===== src/rtl/keypad_scan_if.sv =====
// Keypad scanner port bundle: matrix row/column lines plus the accepted-key outputs.
// The scanner owns the master side; the keypad/consumer owns the slave side.
interface keypad_scan_if;
  logic [3:0]  col_in;
  logic [3:0]  row_out;
  logic [3:0]  key_code;
  logic        key_valid;
  logic        key_held;
  logic [15:0] digits;

  modport master (
    input  col_in,
    output row_out, key_code, key_valid, key_held, digits
  );

  modport slave (
    output col_in,
    input  row_out, key_code, key_valid, key_held, digits
  );
endinterface


===== src/rtl/keypad_scan.sv =====
// 4x4 matrix keypad scanner with press/release debounce on the 1 kHz tick.
// Accepted hex digits shift into a 16-bit entry register for the display scanner.
module keypad_scan #(
  parameter int DEBOUNCE_MS = 20
) (
  input  logic           clk_1kHz,
  input  logic           reset,
  keypad_scan_if.master  kp
);

  typedef enum logic [1:0] {SCAN, DEBOUNCE, HELD} state_t;

  localparam logic [7:0] CNT_LAST = 8'(DEBOUNCE_MS - 1);

  state_t      state_q, state_d;
  logic [1:0]  row_q, row_d;
  logic [3:0]  col_q, col_d;
  logic [7:0]  cnt_q, cnt_d;
  logic [3:0]  key_code_q, key_code_d;
  logic        key_valid_q, key_valid_d;
  logic        key_held_q, key_held_d;
  logic [15:0] digits_q, digits_d;
  logic [1:0]  row_next;
  logic [3:0]  new_code;

  // Multi-key patterns are deliberately rejected so they behave as idle.
  function automatic logic is_single(input logic [3:0] c);
    case (c)
      4'b1110, 4'b1101, 4'b1011, 4'b0111: is_single = 1'b1;
      default:                            is_single = 1'b0;
    endcase
  endfunction

  function automatic logic [1:0] col_index(input logic [3:0] c);
    case (c)
      4'b1101: col_index = 2'd1;
      4'b1011: col_index = 2'd2;
      4'b0111: col_index = 2'd3;
      default: col_index = 2'd0;
    endcase
  endfunction

  assign row_next = row_q + 2'd1;
  assign new_code = {row_q, col_index(col_q)};

  always_ff @(posedge clk_1kHz or negedge reset) begin
    if (!reset) begin
      state_q     <= SCAN;
      row_q       <= 2'd0;
      col_q       <= 4'b1111;
      cnt_q       <= 8'd0;
      key_code_q  <= 4'd0;
      key_valid_q <= 1'b0;
      key_held_q  <= 1'b0;
      digits_q    <= 16'h0000;
    end else begin
      state_q     <= state_d;
      row_q       <= row_d;
      col_q       <= col_d;
      cnt_q       <= cnt_d;
      key_code_q  <= key_code_d;
      key_valid_q <= key_valid_d;
      key_held_q  <= key_held_d;
      digits_q    <= digits_d;
    end
  end

  always_comb begin
    state_d     = state_q;
    row_d       = row_q;
    col_d       = col_q;
    cnt_d       = cnt_q;
    key_code_d  = key_code_q;
    key_valid_d = 1'b0;
    key_held_d  = key_held_q;
    digits_d    = digits_q;

    unique case (state_q)
      SCAN: begin
        if (is_single(kp.col_in)) begin
          col_d   = kp.col_in;
          cnt_d   = 8'd0;
          state_d = DEBOUNCE;
        end else begin
          row_d = row_next;
        end
      end

      DEBOUNCE: begin
        if (kp.col_in == col_q) begin
          if (cnt_q == CNT_LAST) begin
            key_code_d  = new_code;
            key_valid_d = 1'b1;
            key_held_d  = 1'b1;
            digits_d    = {digits_q[11:0], new_code};
            cnt_d       = 8'd0;
            state_d     = HELD;
          end else begin
            cnt_d = cnt_q + 8'd1;
          end
        end else begin
          cnt_d   = 8'd0;
          row_d   = row_next;
          state_d = SCAN;
        end
      end

      HELD: begin
        // Any non-idle column (same key, bounce or a second key) restarts the release window.
        if (kp.col_in == 4'b1111) begin
          if (cnt_q == CNT_LAST) begin
            key_held_d = 1'b0;
            cnt_d      = 8'd0;
            row_d      = row_next;
            state_d    = SCAN;
          end else begin
            cnt_d = cnt_q + 8'd1;
          end
        end else begin
          cnt_d = 8'd0;
        end
      end

      default: begin
        state_d = SCAN;
        cnt_d   = 8'd0;
      end
    endcase
  end

  assign kp.row_out   = ~(4'b0001 << row_q);
  assign kp.key_code  = key_code_q;
  assign kp.key_valid = key_valid_q;
  assign kp.key_held  = key_held_q;
  assign kp.digits    = digits_q;

endmodule

===== src/flat_wrapper.sv =====
// flat-port wrapper written by rule: the top's interface ports become plain ports
module keypad_scan_flat 
#(
  parameter int DEBOUNCE_MS = 20
)
  (clk_1kHz, reset, kp_col_in, kp_row_out, kp_key_code, kp_key_valid, kp_key_held, kp_digits);
  keypad_scan_if kp_i ();
  input  logic clk_1kHz;
  input  logic reset;
  input wire logic [$bits(kp_i.col_in)-1:0] kp_col_in;
  output wire logic [$bits(kp_i.row_out)-1:0] kp_row_out;
  output wire logic [$bits(kp_i.key_code)-1:0] kp_key_code;
  output wire logic [$bits(kp_i.key_valid)-1:0] kp_key_valid;
  output wire logic [$bits(kp_i.key_held)-1:0] kp_key_held;
  output wire logic [$bits(kp_i.digits)-1:0] kp_digits;
  assign kp_i.col_in = kp_col_in;
  assign kp_row_out = kp_i.row_out;
  assign kp_key_code = kp_i.key_code;
  assign kp_key_valid = kp_i.key_valid;
  assign kp_key_held = kp_i.key_held;
  assign kp_digits = kp_i.digits;
  keypad_scan #(.DEBOUNCE_MS(DEBOUNCE_MS)) u_core (.clk_1kHz(clk_1kHz), .reset(reset), .kp(kp_i));
endmodule

===== config.mk =====
export PLATFORM = sky130hd
export DESIGN_NAME = keypad_scan_flat
export DESIGN_NICKNAME = d
export VERILOG_FILES = /design/src/rtl/keypad_scan_if.sv /design/src/rtl/keypad_scan.sv /design/src/flat_wrapper.sv
export SDC_FILE = /design/constraint.sdc
export NUM_CORES = 1
export LEC_CHECK = 0
export BUFFER_PORTS_ARGS = -buffer_cell sky130_fd_sc_hd__buf_4
export CORE_UTILIZATION = 60
export CTS_CLUSTER_DIAMETER = 100
export DETAILED_ROUTE_END_ITERATION = 10
export MAX_ROUTING_LAYER = met4
export PLACE_DENSITY = 0.83
export SLEW_MARGIN = 40
export SYNTH_ARGS = -nofsm -noshare
export SYNTH_HDL_FRONTEND = slang
export SYNTH_SLANG_ARGS = --single-unit

===== constraint.sdc =====
create_clock -name clk_1kHz -period 5.1 [get_ports clk_1kHz]
set_input_delay 1.02 -clock clk_1kHz [delete_from_list [all_inputs] [get_ports clk_1kHz]]
set_output_delay 1.02 -clock clk_1kHz [all_outputs]
set_load 0.01 [all_outputs]

==> results.rst, run 1 <==
.. list-table::
   :header-rows: 1

   * - Metric
     - Value
   * - Status
     - finished, violations left
   * - Violated checks
     - design-rule violations
   * - Net count reported at finish
     - 201
   * - Setup slack of the worst register-to-register path
     - 3.03 ns
   * - Met2 Usage GRT
     - 39.1%
   * - Met3 track demand over resource in global routing
     - 6.47%
   * - Number of I/O port buffers
     - 31
   * - Cell accounting for the most synthesized area
     - sky130_fd_sc_hd__dfrtp_1
   * - Worst-path maximum fanout
     - 5
   * - Relative slew margins
     - 56.4%
   * - Number of instances in the synthesized netlist
     - 155
   * - Compound-cell area share of the yosys netlist
     - 10.4%
   * - Top Ports
     - 32
   * - Sequential element share of the synthesized area
     - 45.5%
   * - Type of element launching the critical path
     - flip-flop
   * - Transition at the pin with the smallest max-transition slack
     - 0.653 ns
   * - Switching power summed over all nets
     - 0.261 mW
   * - Maximum number of pins on one net before global-route repair
     - 35
   * - Drc violations
     - 6
   * - Number of library cell types mapped by synthesis
     - 40
   * - Total power draw
     - 0.745 mW
   * - Antenna violations before repair
     - 0
   * - Synthesized-area fraction occupied by adder cells
     - 5.99%
   * - Rows
     - 19
   * - Cell Area, Synth
     - 0.00188 mm^2
   * - Maximum root-to-sink buffer count
     - 2
   * - Max Cap Viol
     - 0
   * - Hold/Removal Path Class
     - reg -> reg
   * - Power density of the placed cells
     - 345 mW/mm^2
   * - Part of the total power dissipated in combinational logic
     - 32.2%
   * - Post-DR vias/cell
     - 5.99
   * - Clock network power share
     - 20.8%
   * - Proportion of layout cells with a drive suffix above 1
     - 39.0%
   * - Die Area
     - 0.00336 mm^2
   * - Post-synthesis sequential element count
     - 34
   * - Crit path required time
     - 4.08 ns
   * - Global-route usage over all layers
     - 23.5%
   * - Hold Crit Start
     - u_core.kp.digits[15]
   * - End of the worst register-to-register path
     - u_core.kp.digits[10]
   * - Layout overhead on the synthesized area
     - 14.9%
   * - Average routed wire per standard cell
     - 15.7 um
   * - Worst r2r src
     - u_core.cnt_q[6]
   * - Synthesized netlist net count
     - 170
   * - Final setup fails
     - 0
   * - Die span in y
     - 58.0 um
   * - Simple-gate portion of the synthesized area
     - 14.2%
   * - Die outline width
     - 58.0 um
   * - Internal Dissipation
     - 0.484 mW
   * - First-pass GRT wire length
     - 5700 um
   * - Root Buffer Master
     - sky130_fd_sc_hd__clkbuf_4
   * - Global placer's final weighted congestion
     - 0.830
   * - Total negative slack for setup checks
     - 0 ns
   * - CP Class
     - reg -> out
   * - Cells taking the most area after synthesis
     - sky130_fd_sc_hd__dfrtp_1 40%, sky130_fd_sc_hd__mux2_4 7.2%, sky130_fd_sc_hd__mux2_2 7.2%
   * - Total clock buffers created by CTS
     - 5
   * - Worst supply voltage drop on vdd
     - 0.201 mV
   * - Slew Limit Fails
     - 0
   * - Switching part of the total power
     - 35.1%
   * - Via count
     - 1,306
   * - Total wirelength of the detailed-routed design
     - 3430 um
   * - Proportion of netlist area held by the largest area contributor
     - 39.9%
   * - Post-layout util
     - 75.7%
   * - Portion of the clock cycle consumed by the worst path in the final layout
     - 44.7%
   * - Number of warnings printed during yosys synthesis
     - 0
   * - CTS tree
     - done
   * - Starting density of the core
     - 65.9%
   * - Dominant combinational cell family by area after synthesis
     - multiplexers
   * - Clock Pin Slew Worst Setup and Hold Paths
     - 0.10 ns
   * - Kind of end point of the critical path
     - primary output
   * - Minimum clock period
     - 2.28 ns
   * - Final Hold Slack
     - 0.519 ns
   * - First-pass iteration count of the detailed router
     - 7
   * - Total of hold buffers inserted after clock tree synthesis
     - 0
   * - H-Tree Depth
     - 2
   * - Depth of the worst register-to-register path
     - 4
   * - Number of buffers inserted to repair setup after CTS
     - 0
   * - Iter 0 DRT Violations
     - 89
   * - Worst EP arrival
     - 1.26 ns
   * - Most heavily used metal layer in global routing
     - met2
   * - Unrepaired setup endpoints after global routing
     - false
   * - Xor-xnor portion of the synthesized cell area
     - 3.73%
   * - Average cell area after synthesis
     - 12.1 um^2
   * - Post-placement worst setup slack
     - 2.49 ns
   * - Crit. Startpoint
     - u_core.row_q[0]
   * - Number of diodes
     - 0
   * - Fill cells
     - 200
   * - Smallest setup slack after layout
     - 2.82 ns
   * - Core region area
     - 0.00285 mm^2
   * - Remaining antenna violation count after routing
     - 0
   * - Multiplexer area fraction after synthesis
     - 15.0%
   * - Seq pwr share
     - 46.9%
   * - Hpwl dp
     - 2490 um
   * - Residual overflow from global routing
     - 0
   * - Post_cts resized
     - 0
   * - Number of global-route vias before repair
     - 1,328
   * - Maximum clock skew at final layout
     - 0.0112 ns
   * - Later-pin clock latency in the skew report
     - 0.34 ns
   * - Hold violation count in the final report
     - 0
   * - Sink count of the clock tree
     - 34
   * - CP Capture Point
     - kp_row_out[0]
   * - Max frequency
     - 438 MHz
   * - Met1 Use GR
     - 25.6%
   * - Leakage power total
     - 1.13 nW
[through the flow]
step,instance area (um^2),cells
final,2160,218
after global routing,2160,218
after detailed placement,2100,210
after global placement,2100,210
after CTS,2160,218
after floorplan,1880,155
[synth_stat cells]
cell and number:
sky130_fd_sc_hd__o2111ai_1 1, sky130_fd_sc_hd__a22o_1 5, sky130_fd_sc_hd__mux2_2 12, sky130_fd_sc_hd__or3_4 1, sky130_fd_sc_hd__nand2b_1 2, sky130_fd_sc_hd__a22oi_2 1, sky130_fd_sc_hd__buf_2 2, sky130_fd_sc_hd__o21ai_0 4
sky130_fd_sc_hd__o22a_1 1, sky130_fd_sc_hd__o41ai_4 1, sky130_fd_sc_hd__a221o_1 1, sky130_fd_sc_hd__xor2_1 6, sky130_fd_sc_hd__o211ai_1 1, sky130_fd_sc_hd__nand4b_1 3, sky130_fd_sc_hd__o22ai_1 1, sky130_fd_sc_hd__nor2_1 6
sky130_fd_sc_hd__and3_1 4, sky130_fd_sc_hd__mux2_1 1, sky130_fd_sc_hd__mux2_4 9, sky130_fd_sc_hd__inv_1 12, sky130_fd_sc_hd__nor2b_1 2, sky130_fd_sc_hd__or4b_4 1, sky130_fd_sc_hd__xnor2_1 2, sky130_fd_sc_hd__buf_6 1
sky130_fd_sc_hd__nand2_1 8, sky130_fd_sc_hd__ha_1 9, sky130_fd_sc_hd__o31ai_1 5, sky130_fd_sc_hd__a21boi_0 1, sky130_fd_sc_hd__buf_4 4, sky130_fd_sc_hd__nand4_1 1, sky130_fd_sc_hd__nor3_2 1, sky130_fd_sc_hd__nand2_4 2
sky130_fd_sc_hd__nor4_4 1, sky130_fd_sc_hd__dfstp_2 4, sky130_fd_sc_hd__a21oi_1 1, sky130_fd_sc_hd__nor3_4 1, sky130_fd_sc_hd__dfrtp_1 30, sky130_fd_sc_hd__nor3_1 2, sky130_fd_sc_hd__nand3_1 4, sky130_fd_sc_hd__and2_2 1
[power by group through the flow]
stage	Clock [mW]	Sequential [mW]	Combinational (mW)
after floorplan	0	0.344	0.174
after global placement	0	0.351	0.228
after detailed placement	0	0.354	0.242
after CTS	0.162	0.349	0.242
after global routing	0.171	0.355	0.266
final	0.155	0.350	0.240
[critical path, stage by stage (launching register included)]
cell and delay (ns):
sky130_fd_sc_hd__dfrtp_1 0.45, sky130_fd_sc_hd__inv_1 0.10, sky130_fd_sc_hd__ha_1 0.21, sky130_fd_sc_hd__inv_1 0.06, sky130_fd_sc_hd__buf_4 0.11
[placed cells by master (no fill, tap or decap), types with 2 or more instances in the layout]
cell type / n
sky130_fd_sc_hd__xnor2_1: 2
sky130_fd_sc_hd__nor3_1: 2
sky130_fd_sc_hd__nand4b_1: 3
sky130_fd_sc_hd__nand3_1: 4
sky130_fd_sc_hd__clkbuf_4: 5
sky130_fd_sc_hd__inv_1: 12
sky130_fd_sc_hd__dfrtp_1: 30
sky130_fd_sc_hd__nor2b_1: 2
sky130_fd_sc_hd__mux2_2: 12
sky130_fd_sc_hd__xor2_1: 6
sky130_fd_sc_hd__buf_4: 31
sky130_fd_sc_hd__nand2_4: 2
sky130_fd_sc_hd__mux2_4: 9
sky130_fd_sc_hd__nand2_1: 8
sky130_fd_sc_hd__a22o_1: 5
sky130_fd_sc_hd__and3_1: 4
sky130_fd_sc_hd__nand2b_1: 2
sky130_fd_sc_hd__dfstp_2: 4
sky130_fd_sc_hd__ha_1: 9
sky130_fd_sc_hd__o21ai_0: 4
sky130_fd_sc_hd__o31ai_1: 5
sky130_fd_sc_hd__nor2_1: 6
[layout make-up]
cell class	count	area, um^2	area share [%]
inverters	12	45.0	2.09
multi-input cells	102	927	42.9
repair buffers	31	233	10.8
well taps	31	38.8	1.80
clock buffers	7	55.1	2.55
flip-flops and latches	34	856	39.6
clock inverters	1	5.00	0.232
[cells by family (layout without fill, tap and decap cells)]
group	after synthesis	count (layout)
AOI/OAI and AO/OA	23	23
muxes	22	22
DFF	34	34
and+or+nand+nor	40	40
xor gates and xnor gates	8	8
adders and majority gates	9	9
buffers and inverters	19	51
[metal layers]
metal | share of wire [%] | vias to the layer above
met5 | 0 | -
met4 | 2.2 | 0
met3 | 5.9 | 9
met2 | 50 | 43
met1 | 42 | 650
li1 | - | 604
[state kept, by name (all words and copies together), names as in the netlist]
register,count
u_core.cnt_q,8
u_core.kp.key_held,1
u_core.kp.digits,16
u_core.row_q,2
u_core.kp.key_valid,1
u_core.col_q,4
u_core.state_q,2
[how the worst min path moves through the flow]
stage / endpoint / depth (start not counted)
final: u_core.kp.digits[15] / 1
after global routing: u_core.kp.digits[13] / 1
after CTS: u_core.kp.digits[15] / 1
after detailed placement: u_core.kp.digits[15] / 1
after global placement: u_core.kp.digits[14] / 1
after floorplan: u_core.cnt_q[1] / 2
Note: power is estimated with default switching activity, not from simulation.
==> run 2, diff against run 1 <==
--- a/config.mk
+++ b/config.mk
@@ -6,11 +6,11 @@
 export NUM_CORES = 1
 export LEC_CHECK = 0
 export BUFFER_PORTS_ARGS = -buffer_cell sky130_fd_sc_hd__buf_4
-export CORE_UTILIZATION = 60
+export CORE_UTILIZATION = 55
 export CTS_CLUSTER_DIAMETER = 100
 export DETAILED_ROUTE_END_ITERATION = 10
 export MAX_ROUTING_LAYER = met4
-export PLACE_DENSITY = 0.83
+export PLACE_DENSITY = 0.77
 export SLEW_MARGIN = 40
 export SYNTH_ARGS = -nofsm -noshare
 export SYNTH_HDL_FRONTEND = slang
==> constraint.sdc (replaced) <==
create_clock -name clk_1kHz -period 2.3 [get_ports clk_1kHz]
set_input_delay 0.46 -clock clk_1kHz [delete_from_list [all_inputs] [get_ports clk_1kHz]]
set_output_delay 0.46 -clock clk_1kHz [all_outputs]
set_load 0.01 [all_outputs]
==> results.rst, run 2 (synthesis results as in run 1) <==
.. list-table::
   :header-rows: 1

   * - Metric
     - Value
   * - Status
     - complete, no violations
   * - Depth of the worst register-to-register path
     - 5
   * - Relative slew margins
     - 68.9%
   * - Maximum clock skew at final layout
     - 0.00869 ns
   * - Number of I/O port buffers
     - 31
   * - Worst-path maximum fanout
     - 7
   * - CP Class
     - reg -> reg
   * - Maximum number of pins on one net before global-route repair
     - 35
   * - Hold/Removal Path Class
     - in -> async
   * - Met3 track demand over resource in global routing
     - 6.82%
   * - Maximum root-to-sink buffer count
     - 2
   * - Root Buffer Master
     - sky130_fd_sc_hd__clkbuf_4
   * - Combined flip-flop and latch cell area
     - 856 um^2
   * - Hpwl dp
     - 2500 um
   * - Worst supply voltage drop on vdd
     - 0.512 mV
   * - Max frequency
     - 493 MHz
   * - Iter 0 DRT Violations
     - 23
   * - Top Ports
     - 32
   * - Global placer's final weighted congestion
     - 0.819
   * - Total negative slack for setup checks
     - 0 ns
   * - Minimum clock period
     - 2.03 ns
   * - Sink count of the clock tree
     - 34
   * - Type of element launching the critical path
     - flip-flop
   * - Via count
     - 1,251
   * - Remaining antenna violation count after routing
     - 0
   * - Post-DR vias/cell
     - 5.39
   * - Slew Limit Fails
     - 0
   * - Top library cells by usage in the layout, fill and taps aside
     - 32 x sky130_fd_sc_hd__buf_4, 30 x sky130_fd_sc_hd__dfrtp_1, 12 x sky130_fd_sc_hd__inv_1, 12 x sky130_fd_sc_hd__mux2_2
   * - Kind of end point of the critical path
     - flip-flop
   * - Max Cap Viol
     - 0
   * - Critical path's slowest cell
     - sky130_fd_sc_hd__or4b_4
   * - Transition at the pin with the smallest max-transition slack
     - 0.467 ns
   * - Combined area of the multi-input logic cells
     - 927 um^2
   * - Most heavily used metal layer in global routing
     - met2
   * - Die Area
     - 0.00365 mm^2
   * - Later-pin clock latency in the skew report
     - 0.35 ns
   * - Setup slack of the worst register-to-register path
     - 0.27 ns
   * - Number of global-route vias before repair
     - 1,252
   * - Core region area
     - 0.00315 mm^2
   * - Critical Path, Cell by Cell
     - or4b_4 -> or3_4 -> nand2_4 -> nor3_4 -> a221o_1
   * - Largest stage delay on the critical path
     - 0.59 ns
   * - Met2 Usage GRT
     - 37.7%
   * - Power density of the placed cells
     - 806 mW/mm^2
   * - Unrepaired setup endpoints after global routing
     - false
   * - Final setup fails
     - 0
   * - Met1 Use GR
     - 24.0%
   * - H-Tree Depth
     - 2
   * - Hold violation count in the final report
     - 0
   * - Starting density of the core
     - 59.6%
   * - First-pass iteration count of the detailed router
     - 4
   * - Total clock buffers created by CTS
     - 5
   * - Total wirelength of the detailed-routed design
     - 3380 um
   * - Portion of the clock cycle consumed by the worst path in the final layout
     - 88.2%
   * - Global-route usage over all layers
     - 22.9%
   * - Worst EP arrival
     - 2.26 ns
   * - Fill cells
     - 256
   * - Antenna violations before repair
     - 0
   * - Net count reported at finish
     - 202
   * - Placement Cell Area
     - 0.00212 mm^2
   * - Rows
     - 20
   * - Leakage power total
     - 1.14 nW
   * - Average routed wire per standard cell
     - 14.6 um
   * - Layout overhead on the synthesized area
     - 17.5%
   * - Residual overflow from global routing
     - 0
   * - Clock Pin Slew Worst Setup and Hold Paths
     - 0.10 ns
   * - Number of diodes
     - 0
   * - Fin area
     - 0.00221 mm^2
   * - First-pass GRT wire length
     - 5660 um
   * - Die outline width
     - 60.5 um
   * - CTS tree
     - done
   * - Drc violations
     - 0
   * - Max reg flops
     - 16
   * - Post_cts resized
     - 0
   * - Most frequent standard cell in the layout excluding fill and tap cells
     - sky130_fd_sc_hd__buf_4
   * - Number of buffers inserted to repair setup after CTS
     - 0
   * - Proportion of layout cells with a drive suffix above 1
     - 39.4%
   * - Crit path required time
     - 2.53 ns
   * - Die span in y
     - 60.5 um
   * - Total of hold buffers inserted after clock tree synthesis
     - 0
run 2: metal layers:
layer  routed length, um  part of all wire [%]
met5                   0                     0
met4                 102                   3.0
met3                 172                   5.1
met2                1680                    50
met1                1420                    42
run 2: through the flow:
step	setup slack (ns)	power, mW	utilization [%]	hold slack (ns)	cells
3_5_place_dp	0.241	1.34	67.3	0.428	224
4_1_cts	0.255	1.80	70.0	0.0409	232
3_3_place_gp	0.281	1.30	67.3	0.422	224
2_1_floorplan	0.287	1.15	-	0.164	155
6_report	0.270	1.78	70.0	0.0418	232
5_1_grt	0.161	1.89	70.0	0.0560	232
run 2: layout make-up:
type                            instances  share of cell area, %
Multi-Input combinational cell        102                   42.0
Sequential cell                        34                   38.8
Timing Repair Buffer                   32                   10.9
Clock buffer                            7                   2.49
Tap cell                               44                   2.49
Inverter                               12                   2.04
Clock inverter                          1                   1.36
run 2: final timing paths:
path,start,endpoint
min in group clk_1kHz,kp_col_in[1],u_core.col_q[1]
min,reset,u_core.kp.digits[15]
max,u_core.cnt_q[6],u_core.cnt_q[6]
max reg2reg,u_core.cnt_q[6],u_core.cnt_q[6]
max in group asynchronous,reset,u_core.col_q[1]
min reg2reg,u_core.kp.digits[15],u_core.kp.digits[15]
run 2: power breakdown:
group          internal [mW]  total, mW  leakage (nW)  switching, mW
sequential             0.690      0.772         0.450         0.0819
clock                  0.259      0.462        0.0455          0.203
combinational          0.244      0.545         0.645          0.301
total                   1.19       1.78          1.14          0.586
run 2: worst max-delay path: cells and delay by family (launching register included):
family / cells / cell delay (ns)
AOI/OAI and AO/OA: 1 / 0.31
and+or+nand+nor: 4 / 1.18
DFF: 1 / 0.43
